[src/rtl/serial_tx_pkg.sv]
// Shared state encoding, parity mode constants and parity helper for the
// serial transmitter.
package serial_tx_pkg;

    typedef enum logic [2:0] {
        ST_IDLE   = 3'd0,
        ST_START  = 3'd1,
        ST_DATA   = 3'd2,
        ST_PARITY = 3'd3,
        ST_STOP   = 3'd4
    } tx_state_t;

    localparam int PARITY_NONE = 0;
    localparam int PARITY_EVEN = 1;
    localparam int PARITY_ODD  = 2;

    // Upper bits of the word are zero-extended, so they never affect the XOR.
    function automatic logic parity_bit(input logic [8:0] word, input int mode);
        return (mode == PARITY_ODD) ? ~^word : ^word;
    endfunction

endpackage

[src/rtl/tx_fifo.sv]
// Synchronous FIFO with first-word-fall-through read so the transmitter can
// load its shift register on the same edge it pops.
module tx_fifo #(
    parameter int DATA_W = 8,
    parameter int DEPTH  = 4,
    localparam int CNT_W = $clog2(DEPTH + 1),
    localparam int PTR_W = $clog2(DEPTH)
) (
    input  logic              clk,
    input  logic              rst,
    input  logic              i_push,
    input  logic [DATA_W-1:0] i_wdata,
    input  logic              i_pop,
    output logic [DATA_W-1:0] o_rdata,
    output logic              o_full,
    output logic              o_empty,
    output logic [CNT_W-1:0]  o_count
);

    logic [DATA_W-1:0] r_mem [DEPTH];
    logic [PTR_W-1:0]  r_wr_ptr;
    logic [PTR_W-1:0]  r_rd_ptr;
    logic [CNT_W-1:0]  r_count;
    logic              w_push;
    logic              w_pop;

    assign w_push  = i_push && !o_full;
    assign w_pop   = i_pop && !o_empty;
    assign o_full  = (r_count == CNT_W'(DEPTH));
    assign o_empty = (r_count == '0);
    assign o_count = r_count;
    assign o_rdata = r_mem[r_rd_ptr];

    always_ff @(posedge clk) begin
        if (w_push) begin
            r_mem[r_wr_ptr] <= i_wdata;
        end
    end

    // DEPTH is a power of two, so pointers wrap naturally.
    always_ff @(posedge clk) begin
        if (rst) begin
            r_wr_ptr <= '0;
            r_rd_ptr <= '0;
            r_count  <= '0;
        end else begin
            if (w_push) r_wr_ptr <= r_wr_ptr + 1'b1;
            if (w_pop)  r_rd_ptr <= r_rd_ptr + 1'b1;
            if (w_push && !w_pop)      r_count <= r_count + 1'b1;
            else if (w_pop && !w_push) r_count <= r_count - 1'b1;
        end
    end

endmodule

[src/rtl/serial_transmitter.sv]
// Parametrised UART-style transmitter: buffered parallel input, framed serial
// output with optional parity and one or two stop bits.
module serial_transmitter
    import serial_tx_pkg::*;
#(
    parameter int DATA_W       = 8,
    parameter int CLKS_PER_BIT = 16,
    parameter int FIFO_DEPTH   = 4,
    parameter int PARITY_MODE  = 0,
    parameter int STOP_BITS    = 1
) (
    input  logic                            clk,
    input  logic                            rst,
    input  logic [DATA_W-1:0]               bus,
    input  logic                            bus_valid,
    output logic                            bus_ready,
    output logic                            data,
    output logic                            busy,
    output logic                            frame_done,
    output logic [$clog2(FIFO_DEPTH+1)-1:0] fifo_count
);

    localparam int BAUD_W = $clog2(CLKS_PER_BIT);
    localparam int BIT_W  = $clog2(DATA_W);

    if (STOP_BITS != 1 && STOP_BITS != 2) begin : g_bad_stop_bits
        $error("serial_transmitter: STOP_BITS must be 1 or 2");
    end

    tx_state_t           r_state, w_state_next;
    logic [BAUD_W-1:0]   r_baud_cnt, w_baud_next;
    logic [BIT_W-1:0]    r_bit_cnt, w_bit_next;
    logic [DATA_W-1:0]   r_shift, w_shift_next;
    logic                r_parity, w_parity_next;
    logic                r_data, w_data_next;
    logic                r_busy, w_busy_next;
    logic                r_frame_done, w_frame_done_next;

    logic [DATA_W-1:0]   w_fifo_rdata;
    logic                w_fifo_full;
    logic                w_fifo_empty;
    logic                w_bit_end;
    logic                w_last_data;
    logic                w_frame_end;
    logic                w_pop;

    tx_fifo #(
        .DATA_W (DATA_W),
        .DEPTH  (FIFO_DEPTH)
    ) u_fifo (
        .clk     (clk),
        .rst     (rst),
        .i_push  (bus_valid && bus_ready),
        .i_wdata (bus),
        .i_pop   (w_pop),
        .o_rdata (w_fifo_rdata),
        .o_full  (w_fifo_full),
        .o_empty (w_fifo_empty),
        .o_count (fifo_count)
    );

    assign w_bit_end   = (r_baud_cnt == BAUD_W'(CLKS_PER_BIT - 1));
    assign w_last_data = (r_bit_cnt == BIT_W'(DATA_W - 1));
    assign w_frame_end = (r_state == ST_STOP) && w_bit_end && (r_bit_cnt == BIT_W'(STOP_BITS - 1));
    // Popping at the end of the stop bit gives zero-gap back-to-back frames.
    assign w_pop       = !w_fifo_empty && ((r_state == ST_IDLE) || w_frame_end);

    always_ff @(posedge clk) begin
        if (rst) r_state <= ST_IDLE;
        else     r_state <= w_state_next;
    end

    always_comb begin
        w_state_next = r_state;
        case (r_state)
            ST_IDLE:   if (!w_fifo_empty) w_state_next = ST_START;
            ST_START:  if (w_bit_end) w_state_next = ST_DATA;
            ST_DATA:   if (w_bit_end && w_last_data)
                           w_state_next = (PARITY_MODE != PARITY_NONE) ? ST_PARITY : ST_STOP;
            ST_PARITY: if (w_bit_end) w_state_next = ST_STOP;
            ST_STOP:   if (w_frame_end) w_state_next = w_fifo_empty ? ST_IDLE : ST_START;
            default:   w_state_next = ST_IDLE;
        endcase
    end

    always_comb begin
        w_baud_next   = (r_state == ST_IDLE || w_bit_end) ? '0 : r_baud_cnt + 1'b1;
        w_bit_next    = r_bit_cnt;
        w_shift_next  = r_shift;
        w_parity_next = r_parity;
        if (w_state_next != r_state) begin
            w_bit_next = '0;
        end else if (w_bit_end && (r_state == ST_DATA || r_state == ST_STOP)) begin
            w_bit_next = r_bit_cnt + 1'b1;
        end
        if (w_pop) begin
            w_shift_next  = w_fifo_rdata;
            w_parity_next = parity_bit(9'(w_fifo_rdata), PARITY_MODE);
        end else if (r_state == ST_DATA && w_bit_end) begin
            w_shift_next = r_shift >> 1;
        end
    end

    // Outputs are computed from next-state values so every pin is a flop.
    always_comb begin
        w_busy_next       = (w_state_next != ST_IDLE);
        w_frame_done_next = (w_state_next == ST_STOP)
                         && (w_baud_next == BAUD_W'(CLKS_PER_BIT - 1))
                         && (w_bit_next == BIT_W'(STOP_BITS - 1));
        case (w_state_next)
            ST_START:  w_data_next = 1'b0;
            ST_DATA:   w_data_next = w_shift_next[0];
            ST_PARITY: w_data_next = w_parity_next;
            default:   w_data_next = 1'b1;
        endcase
    end

    always_ff @(posedge clk) begin
        if (rst) begin
            r_baud_cnt   <= '0;
            r_bit_cnt    <= '0;
            r_shift      <= '0;
            r_parity     <= 1'b0;
            r_data       <= 1'b1;
            r_busy       <= 1'b0;
            r_frame_done <= 1'b0;
        end else begin
            r_baud_cnt   <= w_baud_next;
            r_bit_cnt    <= w_bit_next;
            r_shift      <= w_shift_next;
            r_parity     <= w_parity_next;
            r_data       <= w_data_next;
            r_busy       <= w_busy_next;
            r_frame_done <= w_frame_done_next;
        end
    end

    assign bus_ready  = !w_fifo_full;
    assign data       = r_data;
    assign busy       = r_busy;
    assign frame_done = r_frame_done;

endmodule
[config.mk]
export PLATFORM = sky130hd
export DESIGN_NAME = serial_transmitter
export DESIGN_NICKNAME = d
export VERILOG_FILES = /design/src/rtl/serial_tx_pkg.sv /design/src/rtl/tx_fifo.sv /design/src/rtl/serial_transmitter.sv
export SDC_FILE = /design/constraint.sdc
export NUM_CORES = 1
export LEC_CHECK = 0
export ABC_AREA = 1
export ABC_CLOCK_PERIOD_IN_PS = 6700
export CAP_MARGIN = 0
export CORE_MARGIN = 8
export CORE_UTILIZATION = 25
export CTS_CLUSTER_SIZE = 28
export DETAILED_ROUTE_END_ITERATION = 16
export DONT_BUFFER_PORTS = 1
export PLACE_DENSITY = 0.49
export SETUP_SLACK_MARGIN = 0.02
export SLEW_MARGIN = 5
export SYNTH_ARGS = -nofsm -noshare
export SYNTH_HDL_FRONTEND = slang
export SYNTH_SLANG_ARGS = --single-unit
[constraint.sdc]
create_clock -name clk -period 6.7 [get_ports clk]
set_clock_uncertainty 0.05 [all_clocks]
set_input_delay 1.675 -clock clk [delete_from_list [all_inputs] [get_ports clk]]
set_output_delay 1.675 -clock clk [all_outputs]
set_load 0.02 [all_outputs]
==> results_dict.tcl, run 1 <==
set metrics [dict create \
    drt-total-wl_um 5700 \
    layout_common_cells "112 x nand2_1, 32 x edfxtp_1, 31 x dfxtp_1, 27 x inv_1, 24 x nor2_1" \
    synthCells 344 \
    dp_hpwl_um 4150 \
    clk_latency_ps 320 \
    cts_hold_buf 0 \
    synth_mux_area_share_pct 0.748 \
    reg2reg_slack_ps 4140 \
    cp-start-kind "flop" \
    reg2reg_depth 13 \
    drc 0 \
    synth_compound_area_share_pct 6.36 \
    yosysUniqueCellTypes 36 \
    numPortBuffers 0 \
    synth_xor_area_share_pct 0.873 \
    crit_start "u_fifo.o_count[0]" \
    fp.dieH_um 126 \
    cp.required_ps 4970 \
    crit_fanout 4 \
    cp_top_family "flip-flops" \
    htreeDepth 3 \
    io_pins 18 \
    worstSetupEndpointType "output pin" \
    synth_adder_area_share_pct 4.41 \
    initial_core_util_pct 25.4 \
    cts_sinks 63 \
    fin_crit_sh_pct 43.6 \
    setup_viol 0 \
    fin_crit_ps 2920 \
    path_class "reg2out" \
    num_antenna_cells 0 \
    ys_seq_area_share_pct 52.6 \
    hold_viol 0 \
    final_core_util_pct 28.7 \
    stdcell_area_um2 3400 \
    grt_pass1_vias 2094 \
    wire_per_inst_um 11.4 \
    dieWidth_um 126 \
    max_stage_delay_ps 490 \
    clk_pin_slew_worst_paths_ps 50 \
    ant_nets 0 \
    gp_congestion 0.709 \
    max-vdd-ir-drop_mv 0.207 \
    reg2reg_from "r_baud_cnt[0]" \
    drv_slew 0 \
    grt_util_all_layers_pct 7.64 \
    grt_pass1_wl_um 9790 \
    antenna_found_initial 0 \
    placed_area_um2 3130 \
    grt_max_degree 23 \
    post_cts_buffers 0 \
    path_cells "inv_1 -> nand3_1" \
    drtIter0Drc 74 \
    p_leak_nw 1.38 \
    dieArea_um2 15800 \
    ys_seq_elements 63 \
    status "finished clean" \
    synthSimpleGateAreaFrac_pct 28.2 \
    drtPass1Iterations 4 \
    worst_pin_slew_ps 808 \
    crit_arrival_ps 1200 \
    path_buf_inv 1 \
    max_slew_margin_pct 46.0 \
    ys_warn_count 0 \
    fmax_ghz 0.342 \
    fin_nets 368 \
    finalHoldWorstSlack_ps 404 \
    grt_remaining_overflow 0 \
    num_vias 2108 \
    area_delta_synth_final_pct 13.0 \
    core-area_um2 11900 \
    p_total_mw 1.46 \
    final_common_cell "nand2_1" \
    power_density_nw_per_um2 429 \
    cts_max_path_buffers 2 \
    syn_area_per_cell_um2 8.75 \
    cts_tree "built" \
    cts_made_buffers 9 \
    vias_per_cell 4.22 \
    num_rows 40 \
    path_depth 2 \
    cp_slowest_cell "dfxtp_1" \
    syn_nets 365 \
    syn_area_um2 3010 \
    drv_cap 0 \
    clock-root-buffer "clkbuf_16" \
    worstReg2RegEnd "u_fifo.o_count[2]" \
    drive_gt1_share_pct 12.5 \
    ctsResizeCount 0 \
    hold_path_class "reg2reg" \
    setup.worst_path.end "bus_ready" \
    synth_top_family_by_area "simple AND/OR/NAND/NOR gates" \
    setup_tns_ps 0 \
    rsz0062_at_grt "no" \
]
==> cells in the mapped netlist <==
cell,count,area (um^2)
dfxtp_1,31,621
o21ai_1,5,25.0
nor2_1,24,90.1
nand2_2,6,37.5
nand4_1,2,12.5
buf_2,2,10.0
fa_1,1,20.0
buf_8,1,15.0
nor3_2,1,10.0
nor2_4,4,45.0
inv_1,27,101
nor4_1,2,12.5
nand2_1,112,420
xor2_1,2,17.5
a21oi_1,16,80.1
ha_1,9,113
clkbuf_1,2,7.51
edfxtp_1,32,961
inv_6,1,8.76
nor2_2,1,6.26
clkinv_2,1,5.00
a31oi_1,1,6.26
nor3_1,5,25.0
nand3_2,4,40.0
mux2_1,2,22.5
o21ai_2,2,17.5
nand3_4,1,17.5
xnor2_1,1,8.76
nand3_1,22,110
inv_2,5,18.8
buf_6,3,33.8
or2_2,1,6.26
nand3b_1,2,15.0
a211oi_1,1,7.51
o21ai_0,11,55.1
inv_4,1,6.26
==> worst register-to-register path, cell delays in order (launching register included) <==
cell      delay (ps)
dfxtp_1          330
ha_1             250
nand3_4          150
clkinv_2         110
nand4_1          120
nand2_1           70
nand2_2          260
ha_1             200
inv_1             60
fa_1             370
a21oi_1          140
o21ai_0          100
o21ai_0          160
a21oi_1           50
==> per-stage QoR <==
stage          cells  setup WS, ps
5_1_grt          499          3700
4_1_cts          499          3740
2_1_floorplan    344          3690
6_report         499          3780
3_3_place_gp     483          3560
3_5_place_dp     483          3550
==> power breakdown <==
| group | total, mW | switching (mW) | leakage (nW) | internal, mW |
|---|---|---|---|---|
| logic | 0.491 | 0.331 | 0.709 | 0.160 |
| clock network | 0.417 | 0.167 | 0.124 | 0.249 |
| registers | 0.550 | 0.0718 | 0.548 | 0.479 |
| total | 1.46 | 0.570 | 1.38 | 0.888 |
==> final cells by class <==
| class | count | area, um^2 |
|---|---|---|
| Sequential cell | 63 | 1580 |
| Tap cell | 147 | 184 |
| Inverter | 35 | 140 |
| Clock inverter | 7 | 48.8 |
| Multi-Input combinational cell | 238 | 1220 |
| Clock buffer | 9 | 225 |
| Fill cell | 1243 | 8460 |
==> cells by family (layout without fill, tap and decap cells) <==
logic type / count (synthesis) / in the layout
AND/OR/NAND/NOR: 187 / 187
flip-flops: 63 / 63
buffers and inverters: 43 / 51
AO/OA/AOI/OAI: 36 / 36
adder cells (fa/ha/maj): 10 / 10
XOR/XNOR: 3 / 3
multiplexers: 2 / 2
==> per-layer routing <==
metal / vias up / part of all wire [%] / track usage, %
met1: 943 / 47 / 8.65
met2: 24 / 48 / 13.2
li1: 1133 / - / -
met4: 0 / 0.89 / 2.29
met5: - / 0 / 0
met3: 8 / 3.9 / 2.74
==> worst min path at each step <==
stage / from / to / slack [ps] / cells past startpoint
2_1_floorplan: r_shift[7] / r_shift[7] / 390 / 2
3_3_place_gp: r_shift[7] / r_shift[7] / 400 / 2
3_5_place_dp: r_shift[7] / r_shift[7] / 400 / 2
4_1_cts: r_shift[7] / r_shift[7] / 410 / 2
5_1_grt: r_shift[7] / r_shift[7] / 440 / 2
6_report: r_shift[7] / r_shift[7] / 400 / 2
==> flip-flops by register name, indices dropped and copies added (netlist names), named ones only <==
register,flops
r_baud_cnt,4
u_fifo.o_count,3
frame_done,1
r_parity,1
data,1
u_fifo.r_rd_ptr,2
u_fifo.r_mem,32
r_state,3
u_fifo.r_wr_ptr,2
busy,1
r_bit_cnt,3
r_shift,8
(Power assumes the default switching activity.)
==> run 2, diff against run 1 <==
--- a/config.mk
+++ b/config.mk
@@ -6,7 +6,7 @@
 export NUM_CORES = 1
 export LEC_CHECK = 0
 export ABC_AREA = 1
-export ABC_CLOCK_PERIOD_IN_PS = 6700
+export ABC_CLOCK_PERIOD_IN_PS = 2700
 export CAP_MARGIN = 0
 export CORE_MARGIN = 8
 export CORE_UTILIZATION = 25
==> constraint.sdc (replaced) <==
create_clock -name clk -period 2.7 [get_ports clk]
set_clock_uncertainty 0.05 [all_clocks]
set_input_delay 0.675 -clock clk [delete_from_list [all_inputs] [get_ports clk]]
set_output_delay 0.675 -clock clk [all_outputs]
set_load 0.02 [all_outputs]
==> results_dict.tcl, run 2 (synthesis results as in run 1) <==
set metrics [dict create \
    grt_max_degree 23 \
    dr_wl_met2_um 2830 \
    drtIter0Drc 58 \
    core-area_um2 11900 \
    drt-total-wl_um 5900 \
    layout_common_cells "112 x nand2_1, 32 x edfxtp_1, 31 x dfxtp_1, 27 x inv_1, 24 x nor2_1" \
    grt_pass1_vias 2033 \
    fin_crit_sh_pct 86.1 \
    clock-root-buffer "clkbuf_16" \
    stdcell_area_um2 3510 \
    rsz0062_at_grt "no" \
    n_fill_cell 1231 \
    drive_gt1_share_pct 14.2 \
    io_pins 18 \
    max_slew_margin_pct 54.2 \
    path_class "reg2reg" \
    fp.dieH_um 126 \
    cp.required_ps 2870 \
    num_rows 40 \
    clk_latency_ps 340 \
    ctsResizeCount 0 \
    switching_power_mw 1.45 \
    cts_max_path_buffers 2 \
    seqCellArea_um2 1580 \
    grt_remaining_overflow 0 \
    grt_util_all_layers_pct 7.84 \
    grt_pass1_wl_um 9740 \
    gp_congestion 0.731 \
    cts_sinks 63 \
    hold_path_class "in2reg" \
    numPortBuffers 0 \
    largest_reg_flops 32 \
    power_density_nw_per_um2 1110 \
    fin_crit_ps 2320 \
    fmax_ghz 0.430 \
    cp-start-kind "flop" \
    setup_tns_ps 0 \
    wire_per_inst_um 11.6 \
    finalWorstSetupSlack_ps 377 \
    crit_fanout 6 \
    p_total_mw 3.88 \
    num_antenna_cells 0 \
    p_comb_share_pct 33.1 \
    max_stage_delay_ps 380 \
    path_cells "ha_1 -> nand3_4 -> clkinv_2 -> nand4_1 -> nand2_1 -> nand2_2 -> ha_1 -> inv_1 -> fa_1 -> a21oi_1 -> o21ai_0 -> o21ai_0 -> a21oi_1" \
    switching_share_pct 37.3 \
    ant_nets 0 \
    multi_input_area_um2 1220 \
    hold_viol 0 \
    drv_slew 0 \
    regMostFlops "u_fifo.r_mem" \
    dp_hpwl_um 4090 \
    setup_viol 0 \
    drc 0 \
    p_leak_nw 1.45 \
    crit_arrival_ps 2490 \
    cp_slowest_cell "fa_1" \
    status "finished clean" \
    clkPwrFrac_pct 32.2 \
    seqPwrFrac_pct 34.7 \
    drtPass1Iterations 5 \
    htreeDepth 3 \
    worstSetupEndpointType "flop" \
    cts_tree "built" \
    dieArea_um2 15800 \
    drt-met1-wl_um 2730 \
    dr.max_layer_used "met4" \
    drv_cap 0 \
    clk_pin_slew_worst_paths_ps 60 \
    antenna_found_initial 0 \
    num_vias 2175 \
    place_ws_ps 373 \
    area_delta_synth_final_pct 16.6 \
    fin_nets 376 \
    vias_per_cell 4.29 \
    worst_pin_slew_ps 687 \
    final_common_cell "nand2_1" \
    cts_made_buffers 9 \
    internal_power_mw 2.43 \
    initial_core_util_pct 25.4 \
    cts_hold_buf 0 \
    max-vdd-ir-drop_mv 0.399 \
    post_cts_buffers 0 \
    dieWidth_um 126 \
    largestRegisters "u_fifo.r_mem: 32 flops, r_shift: 8 flops, r_baud_cnt: 4 flops" \
    route.met3.wl_um 231 \
    placed_area_um2 3190 \
]
-- run 2: path summary, 6_finish.rpt --
kind | from | to | slack, ps | depth (start not counted)
worst max-delay path | r_baud_cnt[0] | u_fifo.o_count[2] | 380 | 13
worst min-delay path | rst | r_bit_cnt[2] | 360 | 1
worst max register to register | r_baud_cnt[0] | u_fifo.o_count[2] | 380 | 13
worst min register to register | r_shift[7] | r_shift[7] | 400 | 2
-- run 2: per-stage QoR --
| stage | hold slack (ps) | utilization [%] | std cells |
|---|---|---|---|
| after floorplan | 389 | - | 344 |
| after global placement | 394 | 26.9 | 491 |
| after detailed placement | 398 | 26.9 | 491 |
| after CTS | 345 | 29.6 | 507 |
| after global routing | 343 | 29.6 | 507 |
| final | 359 | 29.6 | 507 |
-- run 2: critical path, delay by kind of cell, from the launching register on --
kind	cells	cell delay, ps
fa+ha+maj	3	760
buf+inv	2	170
flops	1	330
simple gates	4	420
compound gates	4	470
-- run 2: metal layers --
metal / vias to the layer above / track usage, %
met5: - / 0
met2: 26 / 13.1
li1: 1148 / -
met4: 0 / 4.30
met1: 993 / 8.60
met3: 8 / 2.74
-- run 2: layout make-up --
type                    instances  share of cell area, %
multi-input cells             238                   34.8
clock inverters                 7                   2.75
clock buffers                   9                   6.42
well taps                     147                   5.24
flip-flops and latches         63                   45.1
repair buffers                  8                   1.71
inverters                      35                   3.99
-- run 2: power by group through the flow --
stage / Combinational [mW] / Clock, mW / Sequential [mW]
2_1_floorplan: 1.11 / 0 / 1.31
3_3_place_gp: 1.27 / 0 / 1.37
3_5_place_dp: 1.30 / 0 / 1.37
4_1_cts: 1.30 / 1.28 / 1.35
5_1_grt: 1.48 / 1.32 / 1.37
6_report: 1.28 / 1.25 / 1.35
==> run 3, diff against run 2 <==
--- a/config.mk
+++ b/config.mk
@@ -6,14 +6,14 @@
 export NUM_CORES = 1
 export LEC_CHECK = 0
 export ABC_AREA = 1
-export ABC_CLOCK_PERIOD_IN_PS = 2700
+export ABC_CLOCK_PERIOD_IN_PS = 1900
 export CAP_MARGIN = 0
 export CORE_MARGIN = 8
 export CORE_UTILIZATION = 25
 export CTS_CLUSTER_SIZE = 28
 export DETAILED_ROUTE_END_ITERATION = 16
 export DONT_BUFFER_PORTS = 1
-export PLACE_DENSITY = 0.49
+export PLACE_DENSITY = 0.51
 export SETUP_SLACK_MARGIN = 0.02
 export SLEW_MARGIN = 5
 export SYNTH_ARGS = -nofsm -noshare
==> constraint.sdc (replaced) <==
create_clock -name clk -period 1.9 [get_ports clk]
set_clock_uncertainty 0.05 [all_clocks]
set_input_delay 0.475 -clock clk [delete_from_list [all_inputs] [get_ports clk]]
set_output_delay 0.475 -clock clk [all_outputs]
set_load 0.02 [all_outputs]
==> results_dict.tcl, run 3 (synthesis results as in run 1) <==
set metrics [dict create \
    grt_pass1_vias 2086 \
    clk_pin_slew_worst_paths_ps 50 \
    multi_input_area_um2 1260 \
    crit_fanout 2 \
    drv_cap 0 \
    drt-total-wl_um 5970 \
    worstReg2RegEnd "u_fifo.o_count[2]" \
    grt_pass1_wl_um 9800 \
    antenna_found_initial 0 \
    max_slew_margin_pct 75.0 \
    dp_hpwl_um 4260 \
    reg2reg_from "r_baud_cnt[1]" \
    initial_core_util_pct 25.4 \
    final_core_util_pct 31.9 \
    cts_hold_buf 0 \
    reg2reg_slack_ps -60 \
    holdPathStages 1 \
    path_class "reg2reg" \
    fin_crit_ps 1960 \
    largest_reg_flops 32 \
    ant_nets 0 \
    clock-root-buffer "clkbuf_16" \
    place_ws_ps -53.3 \
    regMostFlops "u_fifo.r_mem" \
    crit_start "r_baud_cnt[1]" \
    wire_per_inst_um 11.2 \
    cts_sinks 63 \
    dp_cells 508 \
    hold_path_class "in2reg" \
    max-vdd-ir-drop_mv 0.659 \
    finalWorstSetupSlack_ps -64.7 \
    gp_congestion 0.789 \
    vias_per_cell 4.25 \
    layout_common_cells "112 x nand2_1, 32 x buf_4, 32 x edfxtp_1, 27 x dfxtp_1, 26 x inv_1" \
    worstSetupEndpointType "flop" \
    worst_pin_slew_ps 372 \
    status "finished, violations left" \
    power_density_nw_per_um2 1560 \
    core-area_um2 11900 \
    rsz0062_at_grt "yes" \
    fp.dieH_um 126 \
    cts_max_path_buffers 2 \
    fin_crit_sh_pct 103 \
    largestRegisters "u_fifo.r_mem: 32 flops, r_shift: 8 flops, r_baud_cnt: 4 flops" \
    layoutNonFillerInstCount 532 \
    finalHoldWorstSlack_ps 169 \
    area_delta_synth_final_pct 25.7 \
    grt_remaining_overflow 0 \
    placed_area_um2 3360 \
    reg2reg_depth 13 \
    cp-start-kind "flop" \
    hold_viol 0 \
    cts_tree "built" \
    setup_viol 2 \
    n_fill_cell 1222 \
    seqCellArea_um2 1590 \
    dieArea_um2 15800 \
    violations "negative setup slack" \
    drv_slew 0 \
    drtIter0Drc 92 \
    drc 0 \
    grt_util_all_layers_pct 7.73 \
    dieWidth_um 126 \
    drive_gt1_share_pct 22.9 \
    io_pins 18 \
    crit_arrival_ps 2130 \
    numPortBuffers 0 \
    fin_nets 401 \
    cp.required_ps 2060 \
    grt_max_degree 23 \
    p_total_mw 5.88 \
    num_rows 40 \
    drtPass1Iterations 4 \
    final_common_cell "nand2_1" \
    fmax_ghz 0.509 \
    setup.worst_path.end "u_fifo.o_count[2]" \
    p_leak_nw 1.59 \
    cts_made_buffers 9 \
    num_antenna_cells 0 \
    stdcell_area_um2 3780 \
    clk_latency_ps 320 \
    setup_tns_ps -88.9 \
    num_vias 2259 \
    htreeDepth 3 \
]
-- run 3: cell types whose count changed in the layout (fill, tap and decap cells not counted), moves of 3 or more --
| cell | before | now |
|---|---|---|
| dfxtp_2 | 0 | 4 |
| buf_4 | 8 | 32 |
| o21ai_0 | 11 | 8 |
| dfxtp_1 | 31 | 27 |
-- run 3: worst min path at each step --
stage,from,to,slack (ps)
4_1_cts,rst,r_parity,150
6_report,rst,r_bit_cnt[2],170
3_3_place_gp,r_shift[7],r_shift[7],400
3_5_place_dp,r_shift[7],r_shift[7],400
2_1_floorplan,r_shift[7],r_shift[7],390
5_1_grt,rst,r_parity,150
-- run 3: what timing repair did --
item,4_1_cts,5_1_grt
setup buffers,7,1
gates resized for setup,1,3
endpoints found under the hold margin,0,0
pin swaps,3,1
setup endpoints to repair,2,8
-- run 3: critical path, cell delays in order (launching register included) --
cell and delay [ps]:
dfxtp_2 330, ha_4 160, nand3_4 90, clkinv_4 50, nand4_1 100, nand2_1 90
nand2_2 90, ha_4 130, inv_2 40, fa_2 350, a21oi_2 140, o21ai_2 70
o21ai_1 120, a21oi_1 50
-- run 3: area by class of cell --
cell class | instances | share of cell area (%)
clock inverters | 7 | 3.17
repair buffers | 33 | 6.88
inverters | 35 | 3.80
multi-input cells | 238 | 33.4
flip-flops and latches | 63 | 41.9
well taps | 147 | 4.86
clock buffers | 9 | 5.95
-- run 3: per-layer routing --
metal  global-route usage (%)  vias up  wire, um
met5                        0        -         0
met4                     3.22        0        81
met3                     2.83       10       251
met2                     13.4       23      2940
met1                     8.35     1026      2690
li1                         -     1200         -
-- run 3: power by group --
| part | internal (mW) | switching (mW) | leakage [nW] |
|---|---|---|---|
| logic | 0.814 | 1.38 | 0.873 |
| registers | 1.69 | 0.129 | 0.549 |
| clock network | 1.28 | 0.590 | 0.168 |
| total | 3.79 | 2.09 | 1.59 |
